===== src/rtl/peak_interval_detector.sv =====
// Hysteresis peak/trough detector with refractory window, beat interval and stale timeout.
// Optional PEAK_AMPLITUDE_EN adds peak_amp (last max minus trough min, loaded on each trough).
module peak_interval_detector #(
    parameter int DATA_W  = 10,
    parameter int CNT_W   = 16,
    parameter int HYST    = 8,
    parameter int REFRACT = 50,
    parameter int TIMEOUT = 2000
) (
    input  logic              clk,
    input  logic              reset,
    input  logic              sample_valid,
    input  logic [DATA_W-1:0] sample,
    output logic              peak_pulse,
    output logic              trough_pulse,
    output logic [CNT_W-1:0]  num_peaks,
    output logic [CNT_W-1:0]  num_troughs,
    output logic [CNT_W-1:0]  interval,
    output logic              interval_valid,
    output logic              stale
`ifdef PEAK_AMPLITUDE_EN
    ,
    output logic [DATA_W-1:0] peak_amp
`endif
);

    localparam int RW = (REFRACT > 1) ? $clog2(REFRACT + 1) : 1;
    localparam logic [DATA_W:0] HYST_X = (DATA_W + 1)'(HYST);

    typedef enum logic [1:0] {INIT, RISING, FALLING} state_t;

    state_t            state_q, state_nx;
    logic [DATA_W-1:0] max_q, max_nx, min_q, min_nx;
    logic [RW-1:0]     refr_q, refr_nx;
    logic [CNT_W-1:0]  cnt_q, cnt_nx;
    logic              has_prev_q, has_prev_nx;
    logic              peak_nx, trough_nx, ival_nx, stale_nx;
    logic [CNT_W-1:0]  npk_nx, ntr_nx, interval_nx;
    logic              drop, rise, accept;
`ifdef PEAK_AMPLITUDE_EN
    logic [DATA_W-1:0] amp_nx;
`endif

    function automatic logic [CNT_W-1:0] sat_inc(input logic [CNT_W-1:0] v);
        return (&v) ? v : v + CNT_W'(1);
    endfunction

    // Extended-width compares so sample+HYST and min+HYST never wrap
    assign drop = ({1'b0, sample} + HYST_X) <= {1'b0, max_q};
    assign rise = {1'b0, sample} >= ({1'b0, min_q} + HYST_X);

    always_comb begin
        state_nx    = state_q;
        max_nx      = max_q;
        min_nx      = min_q;
        refr_nx     = refr_q;
        cnt_nx      = cnt_q;
        has_prev_nx = has_prev_q;
        stale_nx    = stale;
        npk_nx      = num_peaks;
        ntr_nx      = num_troughs;
        interval_nx = interval;
        peak_nx     = 1'b0;
        trough_nx   = 1'b0;
        ival_nx     = 1'b0;
        accept      = 1'b0;
`ifdef PEAK_AMPLITUDE_EN
        amp_nx      = peak_amp;
`endif
        if (sample_valid) begin
            refr_nx = (refr_q != '0) ? refr_q - RW'(1) : '0;
            cnt_nx  = sat_inc(cnt_q);
            case (state_q)
                INIT: begin
                    max_nx   = sample;
                    min_nx   = sample;
                    state_nx = RISING;
                end
                RISING: begin
                    if (sample > max_q) begin
                        max_nx = sample;
                    end else if (drop) begin
                        state_nx = FALLING;
                        min_nx   = sample;
                        accept   = (refr_q == '0);
                    end
                end
                FALLING: begin
                    if (sample < min_q) begin
                        min_nx = sample;
                    end else if (rise) begin
                        trough_nx = 1'b1;
                        ntr_nx    = sat_inc(num_troughs);
                        max_nx    = sample;
                        state_nx  = RISING;
`ifdef PEAK_AMPLITUDE_EN
                        amp_nx    = max_q - min_q;
`endif
                    end
                end
                default: state_nx = INIT;
            endcase

            // A peak after a stale period restarts interval measurement
            if (accept) begin
                peak_nx     = 1'b1;
                npk_nx      = sat_inc(num_peaks);
                refr_nx     = RW'(REFRACT);
                cnt_nx      = '0;
                has_prev_nx = 1'b1;
                stale_nx    = 1'b0;
                if (has_prev_q && !stale) begin
                    interval_nx = sat_inc(cnt_q);
                    ival_nx     = 1'b1;
                end
            end else if (has_prev_q && cnt_nx == CNT_W'(TIMEOUT)) begin
                stale_nx = 1'b1;
            end
        end
    end

    always_ff @(posedge clk or posedge reset) begin
        if (reset) begin
            state_q        <= INIT;
            max_q          <= '0;
            min_q          <= '0;
            refr_q         <= '0;
            cnt_q          <= '0;
            has_prev_q     <= 1'b0;
            peak_pulse     <= 1'b0;
            trough_pulse   <= 1'b0;
            num_peaks      <= '0;
            num_troughs    <= '0;
            interval       <= '0;
            interval_valid <= 1'b0;
            stale          <= 1'b0;
`ifdef PEAK_AMPLITUDE_EN
            peak_amp       <= '0;
`endif
        end else begin
            state_q        <= state_nx;
            max_q          <= max_nx;
            min_q          <= min_nx;
            refr_q         <= refr_nx;
            cnt_q          <= cnt_nx;
            has_prev_q     <= has_prev_nx;
            peak_pulse     <= peak_nx;
            trough_pulse   <= trough_nx;
            num_peaks      <= npk_nx;
            num_troughs    <= ntr_nx;
            interval       <= interval_nx;
            interval_valid <= ival_nx;
            stale          <= stale_nx;
`ifdef PEAK_AMPLITUDE_EN
            peak_amp       <= amp_nx;
`endif
        end
    end

endmodule

===== config.mk =====
export PLATFORM = sky130hd
export DESIGN_NAME = peak_interval_detector
export DESIGN_NICKNAME = d
export VERILOG_FILES = /design/src/rtl/peak_interval_detector.sv
export SDC_FILE = /design/constraint.sdc
export NUM_CORES = 1
export LEC_CHECK = 0
export CAP_MARGIN = 20
export CORE_ASPECT_RATIO = 0.7
export CORE_MARGIN = 2
export CORE_UTILIZATION = 51
export DETAILED_ROUTE_END_ITERATION = 10
export PLACE_DENSITY = 0.79
export SLEW_MARGIN = 15
export SYNTH_ARGS = -nofsm -noshare
export SYNTH_HDL_FRONTEND = slang
export SYNTH_SLANG_ARGS = --single-unit

===== constraint.sdc =====
create_clock -name clk -period 3.2 [get_ports clk]
set_input_delay 0.48 -clock clk [delete_from_list [all_inputs] [get_ports clk]]
set_output_delay 0.48 -clock clk [all_outputs]
set_load 0.005 [all_outputs]

Word-level counts from Yosys, hierarchy flattened
Cells that the tools add are included.
{"block": "word_totals", "ff_bits": 97, "mem_bits_rw": 0, "romBits": 0, "wordCells": 86, "latchBits": 0, "n_memories": 0, "out_inout_bits": 52, "inputBits": 13}
{"block": "classes", "div": 0, "n_eq_ne": 9, "reduce_logical": 19, "shifts": 0, "n_mux": 32, "bitwise": 3, "order_cmp": 4, "n_mul": 0, "add_sub_neg": 6}
{"op": "two-way mux 10 bit", "count": 6}
{"op": "one-hot mux 10 bit (3 select lines)", "count": 2}
{"op": "adder 16 x 1 -> 16 bit (second input constant)", "count": 3}
{"op": "AND reduction 16 bit", "count": 3}
{"op": "two-way mux 16 bit", "count": 2}
{"op": "adder 10 x 4 -> 11 bit (second input constant)", "count": 2}
{"op": "AND reduction 5 bit", "count": 4}
{"op": "equality test 16 x 11 -> 1 bit (second input constant)", "count": 1}
{"op": "two-way mux 1 bit", "count": 15}
{"op": "two-way mux 6 bit", "count": 2}
{"op": "!= test 2 bit (second input constant)", "count": 6}
{"op": "greater-or-equal comparator 10 x 11 -> 1 bit", "count": 1}
{"op": "less-or-equal comparator 11 x 10 -> 1 bit", "count": 1}
{"op": "> comparator 10 bit", "count": 1}
{"op": "< comparator 10 bit", "count": 1}
{"op": "two-way mux 2 bit", "count": 4}
{"op": "zero test 6 bit", "count": 1}
{"op": "one-hot mux 2 bit (3 select lines)", "count": 1}
{"op": "AND reduction 3 bit", "count": 2}
{"op": "nonzero test 6 bit", "count": 1}
{"op": "subtractor 6 x 1 -> 6 bit (second input constant)", "count": 1}
{"op": "AND reduction 2 bit", "count": 2}
{"op": "inverter 1 bit", "count": 3}
{"op": "nonzero test 3 bit", "count": 1}
{"op": "6 further kinds", "count": 7}

Longest topological paths before layout
{"block": "depth", "word_depth": 8, "ltp_mapped": 12, "depth_no_buf": 11}

Worst setup path before layout
OpenSTA, ideal clock, no wires.
{"block": "synth_timing", "kind": "input to register", "start": "input port sample[3]", "end": "register min_q[0]", "t_required_ps": 3075, "setup_slack_ps": 407, "setup_time_ps": 125, "cell_stages": 11, "arrival_time_ps": 2669, "n_path_buf": 0, "path_cell_list": "ha_1 > nand3_1 > nor2_1 > xor2_1 > ha_1 > nor2b_1 > nor4_1 > a211o_1 > nand3_1 > a21oi_2 > mux2_2"}
{"block": "synth_via", "elab_chain_cells": 4, "word_cells_on_any_way": 8, "classes_between": "add/sub: 1; order compare: 3; eq/ne: 3; reduce/logical: 1"}
{"element": "start, declared", "line": "13", "source": "input logic [DATA_W-1:0] sample,"}
{"element": "adder 10 x 4 -> 11 bit", "line": "49", "source": "assign drop = ({1'b0, sample} + HYST_X) <= {1'b0, max_q};"}
{"element": "less-or-equal comparator 11 x 10 -> 1 bit", "line": "49"}
{"element": "!= test 2 bit (no line)"}
{"element": "AND reduction 5 bit (no line) (*)"}
{"element": "end signal, assigned", "line": "143", "source": "min_q <= min_nx;"}
{"element": "end, declared", "line": "33", "source": "logic [DATA_W-1:0] max_q, max_nx, min_q, min_nx;"}
Mark *: on every way between the ends. The rest lies on a longest branch, timed or not.
A chain may end at the register's enable or synchronous reset.

Worst setup path in the final report
{"block": "layout_timing", "start": "input port sample[4]", "end": "register cnt_q[1]"}
{"block": "layout_via", "elab_chain_cells": 7, "word_cells_on_any_way": 8, "classes_between": "add/sub: 1; order compare: 2; mux: 5"}
{"element": "adder 10 x 4 -> 11 bit", "line": "49"}
{"element": "less-or-equal comparator 11 x 10 -> 1 bit", "line": "49"}
{"element": "two-way mux 1 bit", "line": "82", "source": "end else if (drop) begin"}
{"element": "two-way mux 1 bit (*)", "line": "80", "source": "if (sample > max_q) begin"}
{"element": "two-way mux 1 bit (*)", "line": "73", "source": "case (state_q)"}
{"element": "two-way mux 1 bit (*)", "line": "70", "source": "if (sample_valid) begin"}
{"element": "two-way mux 16 bit (*)", "line": "105", "source": "if (accept) begin"}
{"element": "end signal, assigned", "line": "145", "source": "cnt_q <= cnt_nx;"}
{"element": "end, declared", "line": "35", "source": "logic [CNT_W-1:0] cnt_q, cnt_nx;"}
Mark *: on every way between the ends. The rest lies on a longest branch, timed or not. The select of a mux whose other input is x is not followed.

==> metrics.md <==
| Metric | Value |
|---|---|
| Mux contribution to synthesized area | `0.0799` |
| Final period demand of the worst path | `3.07 ns` |
| Crit path launch type | `primary input` |
| Via count | `slightly below 5,000` |
| Total internal power | `3.18 mW` |
| Number of synthesized flops with an enable pin | `0` |
| Worst-path maximum fanout | `15` |
| TNS Setup | `0 ns` |
| Slowest stage delay, CP | `about 0.5 ns` |
| Post-synthesis simple-gate area fraction | `0.181` |
| Period utilization | `0.961` |
| Vias/cell | `between 5 and 6` |
| Endpoints failing setup | `0` |
| Register area share after synthesis | `0.420` |
| Top Family by Delay on Critical Path | `compound AO/OA/AOI/OAI gates` |
| Count of different cell masters after synthesis | `56` |
| TritonCTS clock tree | `done` |
| Htree depth | `3` |
| Leak | `between 3 and 4 nW` |
| CP max stage cell | `clkdlybuf4s50_1` |
| Worst setup EP type | `register` |
| DRC errors left | `0` |
| Area Growth Syn to Fin | `24.6%` |
| Sw frac | `0.357` |
| Post-cts repair resize count | `0` |
| Diodes inserted | `0` |
| Part of the power in registers | `0.361` |
| CP Buf/Inv Count | `3` |
| CP Launch Point | `sample[4]` |
| Worst Hold Class | `reg -> reg` |
| Placer congestion estimate | `around 0.95` |
| Crit Path Class | `in -> reg` |
| Synthesized net count | `around 650` |
| Crit path DAT | `approximately 3.3 ns` |
| Root Buffer Master | `clkbuf_16` |
| Hold Path Origin | `has_prev_q` |
| Post-Syn Area | `5780 sq um` |
| GRT Resource Usage Total | `0.239` |
| Wire length per cell | `between 15 and 20 microns` |
| Iteration-0 DRC Markers | `~280` |
| Chip height | `about 93 microns` |
| Post-CTS Hold Buffers | `0` |
| Post-Place Worst Slack | `-0.241 ns` |
| Setup ws final | `~0.13 ns` |
| Endpoints failing hold | `0` |
| R2R Path Start | `min_q[3]` |
| Seq cells post-synth | `97` |
| Final ANT Viol Nets | `0` |
| Vias in the first global route | `4,838` |
| Busiest grt layer | `met2` |
| Xor/xnor cell area share of the yosys netlist | `0.0728` |
| Commonest cells after routing, fill and taps aside | `97 x dfrtp_1, 64 x clkdlybuf4s50_1, 44 x inv_1` |
| Fillcell total | `about 900` |
| Final WL | `roughly 14,000 microns` |
| Setup Skew | `around 0.0079 ns` |
| Synth warn | `0` |
| Clock Latency Late Sink | `around 0.34 ns` |
| IO Pins | `65` |
| Initial antenna violation count | `0` |
| Clk buf depth | `2` |
| Port Buf Inserts | `64` |
| Die area | `roughly 12,000 sq um` |
| Power density over the cells | `roughly 700 nW/um^2` |
| Main combinational cell family by area after synthesis | `simple AND/OR/NAND/NOR gates` |
| Comb pwr share | `0.404` |
| Post-CTS Setup Bufs | `0` |
| Die W | `about 130 microns` |
| Largest net degree at the start of global routing | `45` |
| Worst slew margin | `0.472` |
| Most common cell after layout, fill and taps aside | `dfrtp_1` |
| Post-Synth Adder-Cell Area | `0.0888` |
| Max-cap viol count | `0` |
| Fmax | `between 300 and 400 MHz` |
| Outcome | `finished clean` |
| Post-layout net count | `738` |
| Post-synth top flop | `dfrtp_1` |
| M3 GR Usage | `0.0466` |
| Sw Pwr | `about 1.8 mW` |
| Layout cells sized above 1 | `0.151` |
| Starting density of the core | `0.525` |
| Post-Synthesis Cells | `about 590` |
| Worst-Margin Slew | `0.784 ns` |
| Total gr overflow | `0` |
| Maximum VDD drop | `approximately 0.00032 V` |
| TritonCTS Sinks | `between 90 and 100` |
| Clock slew at reported path FFs | `~0.07 ns` |
| Rows | `32` |
| CORE AREA | `~11,000 sq um` |
| Count of final max-slew check failures | `0` |
| Clock Power Share | `0.235` |
| WP data required | `3.43 ns` |
| Post-DP HPWL | `roughly 10,000 microns` |
| Global routing usage on met1 | `0.335` |
| Syn_area_per_cell | `approximately 9.7 sq um` |
| CP cell instances | `clkdlybuf4s50_1 > ha_1 > nand3_1 > buf_4 > xnor2_1 > ha_1 > o21ai_0 > nand2b_1 > a21oi_1 > a211o_1 > and4bb_4 > buf_8 > o21ai_0 > a21o_1` |
| M2 GR Usage | `0.380` |
| First-pass GRT wire length | `about 24,000 microns` |
| CTS Buf Count | `9` |
| RSZ-0062 raised after global routing | `yes` |
| Asr flop ratio synth | `1.00` |
| Compound-Gate Fraction of Synth Area | `0.110` |
| Drt first pass iters | `5` |
Yosys cell counts, types with 6 or more instances:
master,instances,area share
o31ai_1,7,0.0091
xnor2_1,23,0.035
a21oi_1,26,0.023
and3_1,10,0.011
inv_1,45,0.029
nor4_1,18,0.019
nor2_1,24,0.016
nand2_1,43,0.028
nor3_1,18,0.016
dfrtp_1,97,0.42
clkbuf_1,9,0.0058
mux2i_1,12,0.021
nand3_1,30,0.026
a21o_1,9,0.012
and2_1,6,0.0065
o21ai_0,31,0.027
nand4_1,16,0.017
xor2_1,25,0.038
ha_1,41,0.089
buf_2,8,0.0069
mux2_2,29,0.057
registers in the layout, indices dropped and copies added, names as in the netlist, 2 cells and up:
name and flops:
state_q 2, num_troughs 16, interval 16, refr_q 6
min_q 10, num_peaks 16, max_q 10, cnt_q 16
metrics by stage:
step                cell area (sq um)  total power, mW   util  std cells  hold slack (ns)
global route                     7200             5.33  0.654        842            0.512
detailed placement               6810             3.76  0.619        826            0.467
floorplan                        5780             3.08      -        593            0.439
CTS                              7130             4.94  0.648        842            0.491
finish                           7200             4.95  0.654        842            0.494
global placement                 6810             3.63  0.619        826            0.465
layout make-up:
type | instances | area (sq um) | area share
multi-input combinational | 430 | 3130 | 0.435
sequential | 97 | 2430 | 0.337
timing repair buffer | 101 | 955 | 0.133
clock buffer | 9 | 225 | 0.0313
tap | 153 | 191 | 0.0266
inverter | 45 | 171 | 0.0238
clock inverter | 7 | 95.1 | 0.0132
power by group through the flow:
| stage | logic, mW | clock network, mW | registers [mW] |
|---|---|---|---|
| after global routing | 2.26 | 1.23 | 1.84 |
| after floorplan | 1.37 | 0 | 1.70 |
| final | 2.00 | 1.16 | 1.79 |
| after CTS | 1.97 | 1.18 | 1.78 |
| after global placement | 1.85 | 0 | 1.78 |
| after detailed placement | 1.96 | 0 | 1.80 |
cell families after synthesis:
kind of cell             after synthesis
flip-flops                            97
XOR/XNOR                              48
buffers and inverters                 66
multiplexers                          42
adder cells (fa/ha/maj)               41
AND/OR/NAND/NOR                      197
AO/OA/AOI/OAI                        102
worst paths after layout:
| check | endpoint | slack [ns] | cells after the start |
|---|---|---|---|
| max | cnt_q[1] | 0.13 | 14 |
| min | has_prev_q | 0.49 | 1 |
| max reg2reg | max_q[0] | 0.42 | 11 |
| min reg2reg | has_prev_q | 0.49 | 1 |
| max in group asynchronous | interval[9] | 1.96 | 3 |
| min in group asynchronous | interval[2] | 0.55 | 2 |
layer usage:
metal,share of wire,wire length (microns)
met5,0,0
met4,0.012,172
met3,0.055,762
met2,0.45,6230
met1,0.48,6640
(Power assumes the default switching activity.)
